## config.mk

```make
export PLATFORM = sky130hd
export DESIGN_NAME = seg_serial_ctrl
export DESIGN_NICKNAME = d
export VERILOG_FILES = /design/src/rtl/seg_serial_ctrl.sv
export SDC_FILE = /design/constraint.sdc
export NUM_CORES = 1
export LEC_CHECK = 0
export CAP_MARGIN = 5
export CORE_ASPECT_RATIO = 0.75
export CORE_MARGIN = 3
export CORE_UTILIZATION = 40
export CTS_BUF_LIST = sky130_fd_sc_hd__clkbuf_8 sky130_fd_sc_hd__clkbuf_16
export DETAILED_ROUTE_END_ITERATION = 7
export PLACE_DENSITY_LB_ADDON = 0.08
export SLEW_MARGIN = 10
export SYNTH_ARGS = -nofsm -noshare
export SYNTH_HDL_FRONTEND = slang
export SYNTH_SLANG_ARGS = --single-unit
```

## constraint.sdc

```tcl
create_clock -name clk -period 3.4 [get_ports clk]
set_input_delay 0.68 -clock clk [delete_from_list [all_inputs] [get_ports clk]]
set_output_delay 0.68 -clock clk [all_outputs]
set_load 0.02 [all_outputs]
```

## src/rtl/seg_serial_ctrl.sv

```systemverilog
// Serial sequencer for the 8-digit 7-segment 74HC595 chain, plus the decoder blink enable.
// Optional SEG_AUTO_REFRESH_EN: periodic and on-change frame re-send from IDLE.
//
// state | meaning
// IDLE  | waiting for a start request
// SHIFT | clocking 64 shadow bits out, MSB first
// LATCH | pulsing s_lat to move the chain into the storage registers
module seg_serial_ctrl #(
  parameter int CLK_DIV    = 2,
`ifdef SEG_AUTO_REFRESH_EN
  parameter int REFRESH    = 1024,
`endif
  parameter int FLASH_BITS = 25
) (
  input  logic        clk,
  input  logic        rstn,
  input  logic        start,
  input  logic [63:0] SEG_TXT,
  output logic        s_clk,
  output logic        s_data,
  output logic        s_lat,
  output logic        s_clrn,
  output logic        busy,
  output logic        done,
  output logic        flash
);

  typedef enum logic [1:0] {IDLE, SHIFT, LATCH} state_t;

  localparam int DIV_W = (CLK_DIV > 1) ? $clog2(CLK_DIV) : 1;
  localparam logic [DIV_W-1:0] DIV_LOAD = DIV_W'(CLK_DIV - 1);

  state_t                state;
  logic [63:0]           shadow;
  logic [5:0]            bit_cnt;
  logic [DIV_W-1:0]      div_cnt;
  logic [FLASH_BITS-1:0] flash_cnt;
  logic                  go;

`ifdef SEG_AUTO_REFRESH_EN
  localparam int REF_W = $clog2(REFRESH + 1);
  localparam logic [REF_W-1:0] REF_LAST = REF_W'(REFRESH - 1);

  logic [REF_W-1:0] idle_cnt;
  logic             auto_start;

  assign auto_start = (idle_cnt == REF_LAST) || (SEG_TXT != shadow);
  assign go = (state == IDLE) && (start || auto_start);

  always_ff @(posedge clk or negedge rstn) begin
    if (!rstn)
      idle_cnt <= '0;
    else if (state != IDLE || go)
      idle_cnt <= '0;
    else
      idle_cnt <= idle_cnt + 1'b1;
  end
`else
  assign go = (state == IDLE) && start;
`endif

  always_ff @(posedge clk or negedge rstn) begin
    if (!rstn)
      flash_cnt <= '0;
    else
      flash_cnt <= flash_cnt + 1'b1;
  end

  assign flash = flash_cnt[FLASH_BITS-1];

  always_ff @(posedge clk or negedge rstn) begin
    if (!rstn) begin
      state   <= IDLE;
      shadow  <= '0;
      bit_cnt <= '0;
      div_cnt <= '0;
      s_clk   <= 1'b0;
      s_data  <= 1'b0;
      s_lat   <= 1'b0;
      s_clrn  <= 1'b0;
      busy    <= 1'b0;
      done    <= 1'b0;
    end else begin
      s_clrn <= 1'b1;
      done   <= 1'b0;
      case (state)
        IDLE: begin
          if (go) begin
            shadow  <= SEG_TXT;
            s_data  <= SEG_TXT[63];
            s_clk   <= 1'b0;
            busy    <= 1'b1;
            bit_cnt <= 6'd63;
            div_cnt <= DIV_LOAD;
            state   <= SHIFT;
          end
        end
        SHIFT: begin
          if (div_cnt != '0) begin
            div_cnt <= div_cnt - 1'b1;
          end else begin
            div_cnt <= DIV_LOAD;
            if (!s_clk) begin
              s_clk <= 1'b1;
            end else if (bit_cnt == 6'd0) begin
              s_clk  <= 1'b0;
              s_data <= 1'b0;
              s_lat  <= 1'b1;
              state  <= LATCH;
            end else begin
              // data only moves on the falling half so the 595 samples a settled bit
              s_clk   <= 1'b0;
              s_data  <= shadow[bit_cnt - 6'd1];
              bit_cnt <= bit_cnt - 6'd1;
            end
          end
        end
        LATCH: begin
          if (div_cnt != '0) begin
            div_cnt <= div_cnt - 1'b1;
          end else begin
            s_lat <= 1'b0;
            busy  <= 1'b0;
            done  <= 1'b1;
            state <= IDLE;
          end
        end
        default: state <= IDLE;
      endcase
    end
  end

endmodule

```

* Word level (Yosys, flattened, before mapping) *
Index checks and enable logic that the tools add are counted.

word-level totals
  bits of input ports = 67
  register bits = 104
  word-level logic and storage cells = 72
  output and inout bits = 7

cells by class
  $add $sub $neg = 3
  equality and inequality tests = 8
  mux-type cells = 34
  reduce and logical (&&, ||, !) cells = 15
  magnitude comparators = 1

operators with widths
  operator                                                                       count
  25-bit by 1-bit adder with 25-bit output (second input constant)               1
  6-bit two-way mux                                                              4
  1-bit two-way mux                                                              17
  5-bit AND reduction                                                            3
  2-bit inequality test (second input constant)                                  6
  6-bit case mux with 2 select lines                                             1
  2-bit two-way mux                                                              5
  1-bit case mux with 2 select lines                                             4
  6-bit by 7-bit less-than comparator with 1-bit output (second input constant)  1
  1-bit binary-select mux with 6-bit select                                      1
  6-bit zero test                                                                1
  2-bit case mux with 3 select lines                                             1
  3-bit AND reduction                                                            2
  2-bit nonzero test                                                             3
  6-bit by 1-bit subtractor with 6-bit output (second input constant)            1
  2-bit AND reduction                                                            2
  4-bit AND reduction                                                            1
  1-bit case mux with 3 select lines                                             1
  3-bit nonzero test                                                             1
  2-bit by 1-bit == test with 1-bit output (second input constant)               1
  2-bit == test (second input constant)                                          1
  2-bit zero test                                                                1
  1-bit logical AND                                                              1
  1-bit subtractor (second input constant)                                       1

* Logic depth before layout (Yosys ltp) *
Gate-level depths: netlist of the first run.

  depth after elaboration = 7
  mapped depth = 11
  mapped depth without buffers = 8

* Worst setup path before layout of the first run *
Ideal clock, no wire load.

  kind = reg2reg
  from = register bit_cnt[0]
  to = register s_data
  data required time = 3.266 ns
  period minus slack after synthesis = 2.827 ns
  cell stages (with the launch flop) = 11
  arrival = 2.692 ns
  path buffers = 4
  slack = 0.573 ns
  library setup time = 0.134 ns
  path through = dfrtp_1 -> buf_2 -> buf_4 -> inv_1 -> ha_1 -> buf_1 -> clkbuf_1 -> mux4_2 -> mux4_1 -> nand4_1 -> nand4_1

between the ends
  word-level cells in the longest chain between the ends = 7
  elaborated cells on any way between the ends = 8
  those cells by class = add/sub: 1; mux: 6; reduce/logical: 1

RTL lines
  element                                      line  source
  start: declaration                           35    logic [5:0] bit_cnt;
  start signal: assignment                     114   bit_cnt <= bit_cnt - 6'd1;
  6-bit by 1-bit subtractor with 6-bit output  113   s_data <= shadow[bit_cnt - 6'd1];
  1-bit binary-select mux with 6-bit select    113
  1-bit two-way mux (implied by the code)      113
  1-bit two-way mux *                          105   end else if (bit_cnt == 6'd0) begin
  1-bit two-way mux *                          103   if (!s_clk) begin
  1-bit two-way mux *                          99    if (div_cnt != '0) begin
  1-bit case mux with 2 select lines *         86    case (state)
  end signal: assignment                       90    s_data <= SEG_TXT[63];
  end signal: assignment                       113
  end: declaration                             20    output logic s_data,

Every way passes the cells marked *; elsewhere a longest branch is shown, timed or not. The select of a mux whose other input is x is not followed.
A chain may end at the register's enable or synchronous reset.

* Worst setup path in the final report of the first run *
Same ends and word-level chain as after synthesis.

==> results of run 1 <==
worst max-delay path, stage by stage, from the launching register on:
cell and delay [ps]:
dfrtp_1 370, inv_1 200, ha_1 350, xor2_4 410, mux4_1 610, mux2i_1 170
a32oi_1 100, a32oi_1 200, nand4_1 100
through the flow:
step                      hold WS, ps  instances  power [mW]  setup WS, ps
after floorplan                   384        344        2.14           573
after global placement            458        567        2.50           838
after detailed placement          456        567        2.52           742
after CTS                         408        582        3.54           724
after global routing              432        582        3.67           556
final                             370        582        3.50           765
registers in the layout, indices dropped and copies added, names as in the netlist:
| name | flops |
|---|---|
| shadow | 64 |
| s_data | 1 |
| div_cnt | 1 |
| s_lat | 1 |
| s_clrn | 1 |
| flash_cnt | 25 |
| done | 1 |
| busy | 1 |
| bit_cnt | 6 |
| s_clk | 1 |
| state | 2 |
worst paths after layout:
check | startpoint | to | slack [ps] | cells past startpoint
worst min-delay path | rstn | shadow[23] | 370 | 1
worst min register to register | flash_cnt[18] | flash_cnt[18] | 470 | 1
worst max-delay path | bit_cnt[0] | s_data | 770 | 8
max in group asynchronous | rstn | flash_cnt[7] | 2320 | 2
worst max register to register | bit_cnt[0] | s_data | 770 | 8
min in group clk | flash_cnt[18] | flash_cnt[18] | 470 | 1
routing by layer:
| layer | wire (µm) | vias to the layer above |
|---|---|---|
| li1 | - | 1397 |
| met1 | 5280 | 1482 |
| met2 | 4090 | 81 |
| met3 | 489 | 13 |
| met4 | 170 | 0 |
| met5 | 0 | - |
cell usage after synthesis, drive strengths merged, types with 3 or more instances:
library cell and n:
xnor2 15, mux4 18, nand4 5, nand2b 8, dfrtp 104, mux2 64
a21oi 9, nor2 21, xor2 11, inv 4, nor3 5, nand2 19
a21o 3, a32oi 3, a31oi 3, buf 3, nand3 12, clkbuf 10
ha 3
logic make-up (layout without fill, tap and decap cells):
logic type	after synthesis	after routing	share of synthesized area [%]
XOR/XNOR	26	26	5.20
AND/OR/NAND/NOR	82	82	8.80
flip-flops	104	104	55.0
multiplexers	84	84	24.7
other	1	1	0.0792
buffers and inverters	17	98	1.45
adder cells (fa/ha/maj)	3	3	0.793
AO/OA/AOI/OAI	27	27	4.04
cell type report:
| type | instances | share of cell area (%) |
|---|---|---|
| clock inverters | 5 | 0.840 |
| inverters | 4 | 0.252 |
| repair buffers | 79 | 13.2 |
| clock buffers | 10 | 4.01 |
| multi-input cells | 223 | 34.7 |
| flip-flops and latches | 104 | 43.7 |
| well taps | 157 | 3.30 |
power by group through the flow:
| stage | registers [mW] | clock network [mW] | logic [mW] |
|---|---|---|---|
| floorplan | 1.46 | 0 | 0.680 |
| global placement | 1.48 | 0 | 1.02 |
| detailed placement | 1.48 | 0 | 1.04 |
| CTS | 1.46 | 1.05 | 1.04 |
| global route | 1.48 | 1.09 | 1.10 |
| finish | 1.46 | 1.02 | 1.02 |
==> out/results.ini, run 1 <==
[sta]
worst_slew_pin_slew_ps=755
period_share_pct=77.5
period_needed_ps=2630
setup_violations=0
tns_ps=0
fmax_mhz=380
rsz0062_at_grt=false
fin_skew_ps=6.57
drv_slew=0
hold_violations=0
max_slew_margin_pct=49.3

[yosys]
synth-edff-count=0
netlist_area_mm2=0.00474
synth_cell_types=44
synth_nets=414
yosys_warnings=0
synth_ff_type=dfrtp_1
yosys.area.top_type_share_pct=55.0
synth_seq_area_share_pct=55.0
async_reset_ff_share_pct=100
ys_top_cells_by_area=dfrtp_1 (55%), mux2_2 (15%), mux4_2 (5.7%)
yosysTopAreaCell=dfrtp_1
ys_ff_latch=104
syn_inst=344
syn_area_per_cell_um2=13.8

[die]
design.core.area_mm2=0.0112
pin_count=74
die_area_mm2=0.0132
start_util_pct=42.2
row_count=33
die_h_um=100
dieWidth_um=132

[cells_and_area]
area.sequential_mm2=0.00260
multi_input_area_mm2=0.00207
fin_area_mm2=0.00596
final_common_cell=dfrtp_1
fin_util_pct=53.1
drive_gt1_share_pct=24.0
nNetsFinal=491
diodes=0
nFillCells=965
mostFrequentLayoutCells=dfrtp_1 (104), clkdlybuf4s50_1 (72), mux2_2 (64), nor2_1 (21), nand2_1 (18)
area_growth_pct=25.8

[global_route]
grtUsageMet3_pct=4.51
antenna_found_initial=0
busiest_layer=met1
grt_pass1_vias=3050
grt_use_total_pct=16.1
grt.met1_usage_pct=24.8
use_met2_pct=21.8
grt-ovfl-total=0
grt_max_degree=54
grt_pass1_wl_mm=16.6

[place]
dpl_cell_area_mm2=0.00567
dp_hpwl_mm=7.19
port_buffers=73
gp_congestion=0.815

[drt]
drt_iter0_drc=194
firstDrtPassIters=4
drt_wl_total_mm=10.0
dr_total_vias=2973
wl_per_cell_um=17.2
via_per_inst=5.11
drc=0
drtAntennaViolNets=0

[pwr]
power_switching_mw=1.01
p_leak_nw=2.54
power_density_mw_per_mm2=587
p_comb_share_pct=29.1
clkPwrFrac_pct=29.1
max-vdd-ir-drop_v=0.000277
p_int_mw=2.49
seq_power_share_pct=41.7
switching_share_pct=28.8

[job]
drv_cap=0

[cts]
cts_max_level=3
cts_root_buf=clkbuf_16
cts_num_sinks=104
post_cts_resized=0
cts_tree=yes
cts_buffer_depth=2
holdBufCountCts=0
cts_buffers=9
post_cts_buffers=0
clk_latency_ps=340
clk_pin_slew_ps=70

[run_status]
status=finished clean

[setup_path]
critical_path.endpoint_type=flop
required_ps=3610
critical_path.max_fanout=10
arrival_ps=2850
startpoint_type=flop
path_class=flop to flop

[hold_path]
min-delay-path-class=input port to async pin

(Power assumes the default switching activity.)
==> run 2, diff against run 1 <==
Clock period 3.4 ns to 2.45 ns, I/O delays scaled along.
==> out/results.ini, run 2 (synthesis gave the netlist of run 1 again) <==
[run_status]
status=finished clean  ; unchanged

[die]
dieWidth_um=132  ; unchanged
die_h_um=100  ; unchanged
design.core.area_mm2=0.0112  ; unchanged
row_count=33  ; unchanged
die_area_mm2=0.0132  ; unchanged
start_util_pct=42.2  ; unchanged
pin_count=74  ; unchanged

[pwr]
power_switching_mw=1.43  ; was 1.01 mW
switching_share_pct=28.6  ; was 28.8%
clkPwrFrac_pct=28.9  ; was 29.1%
max-vdd-ir-drop_v=0.000472  ; was 0.000277 V
p_leak_nw=2.57  ; was 2.54 nW
power_density_mw_per_mm2=822  ; was 587 mW/mm²
p_comb_share_pct=30.8  ; was 29.1%
seq_power_share_pct=40.3  ; was 41.7%
p_int_mw=3.57  ; was 2.49 mW

[setup_path]
required_ps=2660  ; was 3610 ps
cpLargestDelayFamily=simple AND/OR/NAND/NOR gates  ; was multiplexers
startpoint_type=flop  ; unchanged
crit_chain=or3_4 > or4_4 > nand2_2 > mux4_1 > nand4b_1 > nand4_1  ; was inv_1 > ha_1 > xor2_4 > mux4_1 > mux2i_1 > a32oi_1 > a32oi_1 > nand4_1
critical_path.max_fanout=4  ; was 10
path_class=flop to flop  ; unchanged
cp_num_buf_inv=0  ; was 1
critical_path.endpoint_type=flop  ; unchanged
arrival_ps=2520  ; was 2850 ps
crit_path_max_incr_delay_ps=570  ; was 610 ps
slowest_stage=mux4_1  ; unchanged

[sta]
setup_ws_ps=143  ; was 765 ps
fmax_mhz=433  ; was 380 MHz
fin_skew_ps=10.2  ; was 6.57 ps
period_needed_ps=2310  ; was 2630 ps
hold_violations=0  ; unchanged
period_share_pct=94.2  ; was 77.5%
worst_slew_pin_slew_ps=592  ; was 755 ps
max_slew_margin_pct=60.5  ; was 49.3%
tns_ps=0  ; unchanged
rsz0062_at_grt=false  ; unchanged
drv_slew=0  ; unchanged
setup_violations=0  ; unchanged

[cts]
clk_pin_slew_ps=70  ; about the same
clk_latency_ps=340  ; about the same
cts_buffers=9  ; unchanged
cts_num_sinks=104  ; unchanged
cts_max_level=3  ; unchanged
cts_root_buf=clkbuf_16  ; unchanged
cts_buffer_depth=2  ; unchanged
cts_tree=yes  ; unchanged

[drt]
via_per_inst=5.07  ; was 5.11
drc=0  ; unchanged
drt_iter0_drc=172  ; was 194
firstDrtPassIters=4  ; unchanged
wl_per_cell_um=16.5  ; was 17.2 µm
drtAntennaViolNets=0  ; unchanged
dr_total_vias=3001  ; was 2973
drt_wl_total_mm=9.78  ; was 10.0 mm

[cells_and_area]
finalNonFillerCells=592  ; was 582
regMostFlops=shadow  ; unchanged
drive_gt1_share_pct=27.6  ; was 24.0%
diodes=0  ; unchanged
final_common_cell=dfrtp_1  ; unchanged
largest_reg_flops=64  ; unchanged
area_growth_pct=28.4  ; was 25.8%
fin_util_pct=54.1  ; was 53.1%
reg_top3=shadow x64, flash_cnt x25, bit_cnt x6  ; unchanged
nNetsFinal=500  ; was 491
mostFrequentLayoutCells=dfrtp_1 (104), clkdlybuf4s50_1 (72), mux2_2 (64), nor2_1 (21), nand2_1 (18)  ; unchanged

[job]
drv_cap=0  ; unchanged

[place]
dp_slack_ps=139  ; was 742 ps
port_buffers=73  ; unchanged
dp_hpwl_mm=7.13  ; was 7.19 mm
gp_congestion=0.792  ; was 0.815
placedCellCount=575  ; was 567

[global_route]
grt_pass1_vias=3032  ; was 3050
grt-ovfl-total=0  ; unchanged
grt_max_degree=105  ; was 54
grt_use_total_pct=15.9  ; was 16.1%
antenna_found_initial=0  ; unchanged
grt_pass1_wl_mm=16.4  ; was 16.6 mm

[hold_path]
min-delay-path-class=input port to async pin  ; unchanged

run 2: cell count changes in the layout (fill, tap and decap cells not counted), moves of 2 or more:
cell and delta:
buf_12 +2, buf_4 +7, clkinv_4 +2, inv_1 -2, inv_6 +3, mux4_1 -3
mux4_2 +3
run 2: through the flow:
stage | hold slack (ps) | cell area (µm²) | total power [mW]
5_1_grt | 245 | 6080 | 5.29
2_1_floorplan | 194 | 4770 | 3.07
6_report | 162 | 6080 | 5.00
3_3_place_gp | 454 | 5760 | 3.51
3_5_place_dp | 461 | 5760 | 3.56
4_1_cts | 228 | 6060 | 5.03
run 2: timing repair:
item,CTS,global route
hold buffers,0,0
setup endpoints to repair,0,1
buffers inserted,0,1
gates resized for setup,0,2
run 2: worst reg2reg max path, delay by kind of cell, from the launching register on:
family | cells | cell delay, ps
AND/OR/NAND/NOR | 5 | 1190
multiplexers | 1 | 570
flip-flops | 1 | 420
run 2: power by group through the flow:
stage / registers, mW / logic [mW] / clock network (mW)
after floorplan: 2.03 / 1.04 / 0
after global placement: 2.06 / 1.46 / 0
after detailed placement: 2.05 / 1.51 / 0
after CTS: 2.02 / 1.52 / 1.50
after global routing: 2.04 / 1.68 / 1.57
final: 2.02 / 1.54 / 1.45
run 2: path summary, 6_finish.rpt:
| kind | start | to | slack (ps) | cells past startpoint |
|---|---|---|---|---|
| max in group asynchronous | rstn | shadow[32] | 1800 | 2 |
| hold reg to reg | flash_cnt[15] | flash_cnt[15] | 470 | 1 |
| setup reg to reg | bit_cnt[3] | s_data | 140 | 6 |
| min in group clk | flash_cnt[15] | flash_cnt[15] | 470 | 1 |
| setup / recovery | bit_cnt[3] | s_data | 140 | 6 |
| hold / removal | rstn | s_clrn | 160 | 2 |
run 2: cell type report:
cell class | count | area [µm²]
clock buffer | 9 | 225
inverter | 4 | 18.8
fill | 966 | 5150
tap | 157 | 196
sequential | 104 | 2600
clock inverter | 7 | 77.6
multi-input combinational | 223 | 2080
timing repair buffer | 88 | 878
run 2: metal layers:
layer,vias to the layer above,part of all wire [%],track usage (%)
li1,1421,-,-
met1,1515,52,24.4
met2,57,43,22.1
met3,8,3.9,4.06
met4,0,1.0,4.36
met5,-,0,0
==> run 3, diff against run 2 <==
Settings changed: PLACE_DENSITY from default to 0.74, PLACE_DENSITY_LB_ADDON 0.08 to default.
==> out/results.ini, run 3 (synthesis gave the netlist of run 1 again) <==
[hold_path]
min-delay-path-class=input port to async pin  ; unchanged

[pwr]
power_density_mw_per_mm2=798  ; was 822 mW/mm²
total_power_mw=4.82  ; was 5.00 mW
p_leak_nw=2.56  ; was 2.57 nW
max-vdd-ir-drop_v=0.000392  ; was 0.000472 V

[setup_path]
crit_top_cell=nand4_1
r2r_cells=6  ; unchanged
slowest_stage=mux4_1  ; unchanged
critical_path.endpoint_type=flop  ; unchanged
path_class=flop to flop  ; unchanged
required_ps=2670  ; was 2660 ps
critical_path.max_fanout=4  ; unchanged
cp_num_buf_inv=0  ; unchanged
r2r_setup_slack_ps=130  ; was 140 ps
crit_chain=or3_4 > or4_4 > nand2_2 > mux4_1 > nand4_1 > nand4_1  ; was or3_4 > or4_4 > nand2_2 > mux4_1 > nand4b_1 > nand4_1
reg2reg_from=bit_cnt[3]  ; unchanged
crit_path_max_incr_delay_ps=580  ; was 570 ps
r2r-end=s_data  ; unchanged
arrival_ps=2540  ; was 2520 ps
cpLargestDelayFamily=simple AND/OR/NAND/NOR gates  ; unchanged
startpoint_type=flop  ; unchanged

[sta]
hold_violations=0  ; unchanged
fmax_mhz=430  ; was 433 MHz
period_share_pct=94.8  ; was 94.2%
max_slew_margin_pct=65.7  ; was 60.5%
worst_slew_pin_slew_ps=515  ; was 592 ps
setup_ws_ps=127  ; was 143 ps
fin_skew_ps=6.26  ; was 10.2 ps
drv_slew=0  ; unchanged
period_needed_ps=2320  ; was 2310 ps
setup_violations=0  ; unchanged

[place]
gp_congestion=0.755  ; was 0.792
dp_slack_ps=80.9  ; was 139 ps
port_buffers=73  ; unchanged
dp_hpwl_mm=7.34  ; was 7.13 mm

[cells_and_area]
fin_util_pct=53.8  ; was 54.1%
regMostFlops=shadow  ; unchanged
diodes=0  ; unchanged
reg_top3=shadow x64, flash_cnt x25, bit_cnt x6  ; unchanged
largest_reg_flops=64  ; unchanged
final_common_cell=dfrtp_1  ; unchanged
nNetsFinal=500  ; unchanged
area_growth_pct=27.5  ; was 28.4%
drive_gt1_share_pct=27.4  ; was 27.6%
mostFrequentLayoutCells=dfrtp_1 (104), clkdlybuf4s50_1 (72), mux2_2 (64), nor2_1 (21), nand2_1 (18)  ; unchanged

[die]
die_h_um=100  ; unchanged
dieWidth_um=132  ; unchanged
pin_count=74  ; unchanged
die_area_mm2=0.0132  ; unchanged
design.core.area_mm2=0.0112  ; unchanged
start_util_pct=42.2  ; unchanged
row_count=33  ; unchanged

[drt]
firstDrtPassIters=4  ; unchanged
drt_iter0_drc=189  ; was 172
drc=0  ; unchanged
drt_wl_total_mm=9.80  ; was 9.78 mm
drtAntennaViolNets=0  ; unchanged
via_per_inst=5.05  ; was 5.07
wl_per_cell_um=16.5  ; about the same
dr_total_vias=2988  ; was 3001

[cts]
post_cts_resized=0  ; unchanged
cts_root_buf=clkbuf_16  ; unchanged
holdBufCountCts=0  ; unchanged
post_cts_buffers=0  ; unchanged
cts_tree=yes  ; unchanged
clk_pin_slew_ps=70  ; about the same
cts_max_level=3  ; unchanged
cts_buffer_depth=2  ; unchanged
cts_num_sinks=104  ; unchanged
cts_buffers=9  ; unchanged
clk_latency_ps=350  ; was 340 ps

[global_route]
grt_max_degree=54  ; was 105
grt_pass1_wl_mm=16.6  ; was 16.4 mm
grt_pass1_vias=3224  ; was 3032
antenna_found_initial=0  ; unchanged
grt_use_total_pct=16.1  ; was 15.9%
grt-ovfl-total=0  ; unchanged

[job]
drv_cap=0  ; unchanged

[run_status]
status=finished clean  ; unchanged

run 3: cell types whose count changed in the layout (fill, tap and decap cells not counted), sizes merged:
cell,change
bufinv,-1
clkbuf,+1
run 3: worst max-delay path by stage:
stage                           from      to  slack [ps]  cells after the start
after floorplan           bit_cnt[0]  s_data           2                     10
after global placement    bit_cnt[0]  s_data         130                      6
after detailed placement  bit_cnt[0]  s_data          80                      6
after CTS                 bit_cnt[0]  s_data          70                      6
after global routing      bit_cnt[0]  s_data          -3                      9
final                     bit_cnt[3]  s_data         130                      6
run 3: layout make-up:
type	count	area, µm²
Inverter	4	18.8
Clock buffer	10	239
Tap cell	157	196
Fill cell	935	5190
Timing Repair Buffer	88	866
Multi-Input combinational cell	223	2070
Sequential cell	104	2600
Clock inverter	6	42.5
run 3: through the flow:
step	instance area [µm²]	hold slack, ps	instances	setup TNS (ps)
finish	6040	113	592	0
global placement	5750	455	576	0
floorplan	4770	194	344	0
detailed placement	5750	463	576	0
global route	6040	152	592	-3.46
CTS	6040	132	592	0
run 3: per-layer routing:
layer	wire, µm	part of all wire, %	track usage (%)	up-vias
li1	-	-	-	1415
met1	4760	49	22.7	1490
met2	4460	46	24.7	72
met3	446	4.6	4.36	11
met4	123	1.3	4.84	0
met5	0	0	0	-
run 3: report_power, final:
group          internal (mW)  switching [mW]  total (mW)
logic                  0.828           0.613        1.44
registers               1.89           0.122        2.01
clock network          0.724           0.640        1.36
total                   3.44            1.38        4.82
run 3: worst reg2reg max path: cells and delay by family, from the launching register on:
kind | cells | cell delay (ps)
DFF | 1 | 420
muxes | 1 | 580
and+or+nand+nor | 5 | 1210
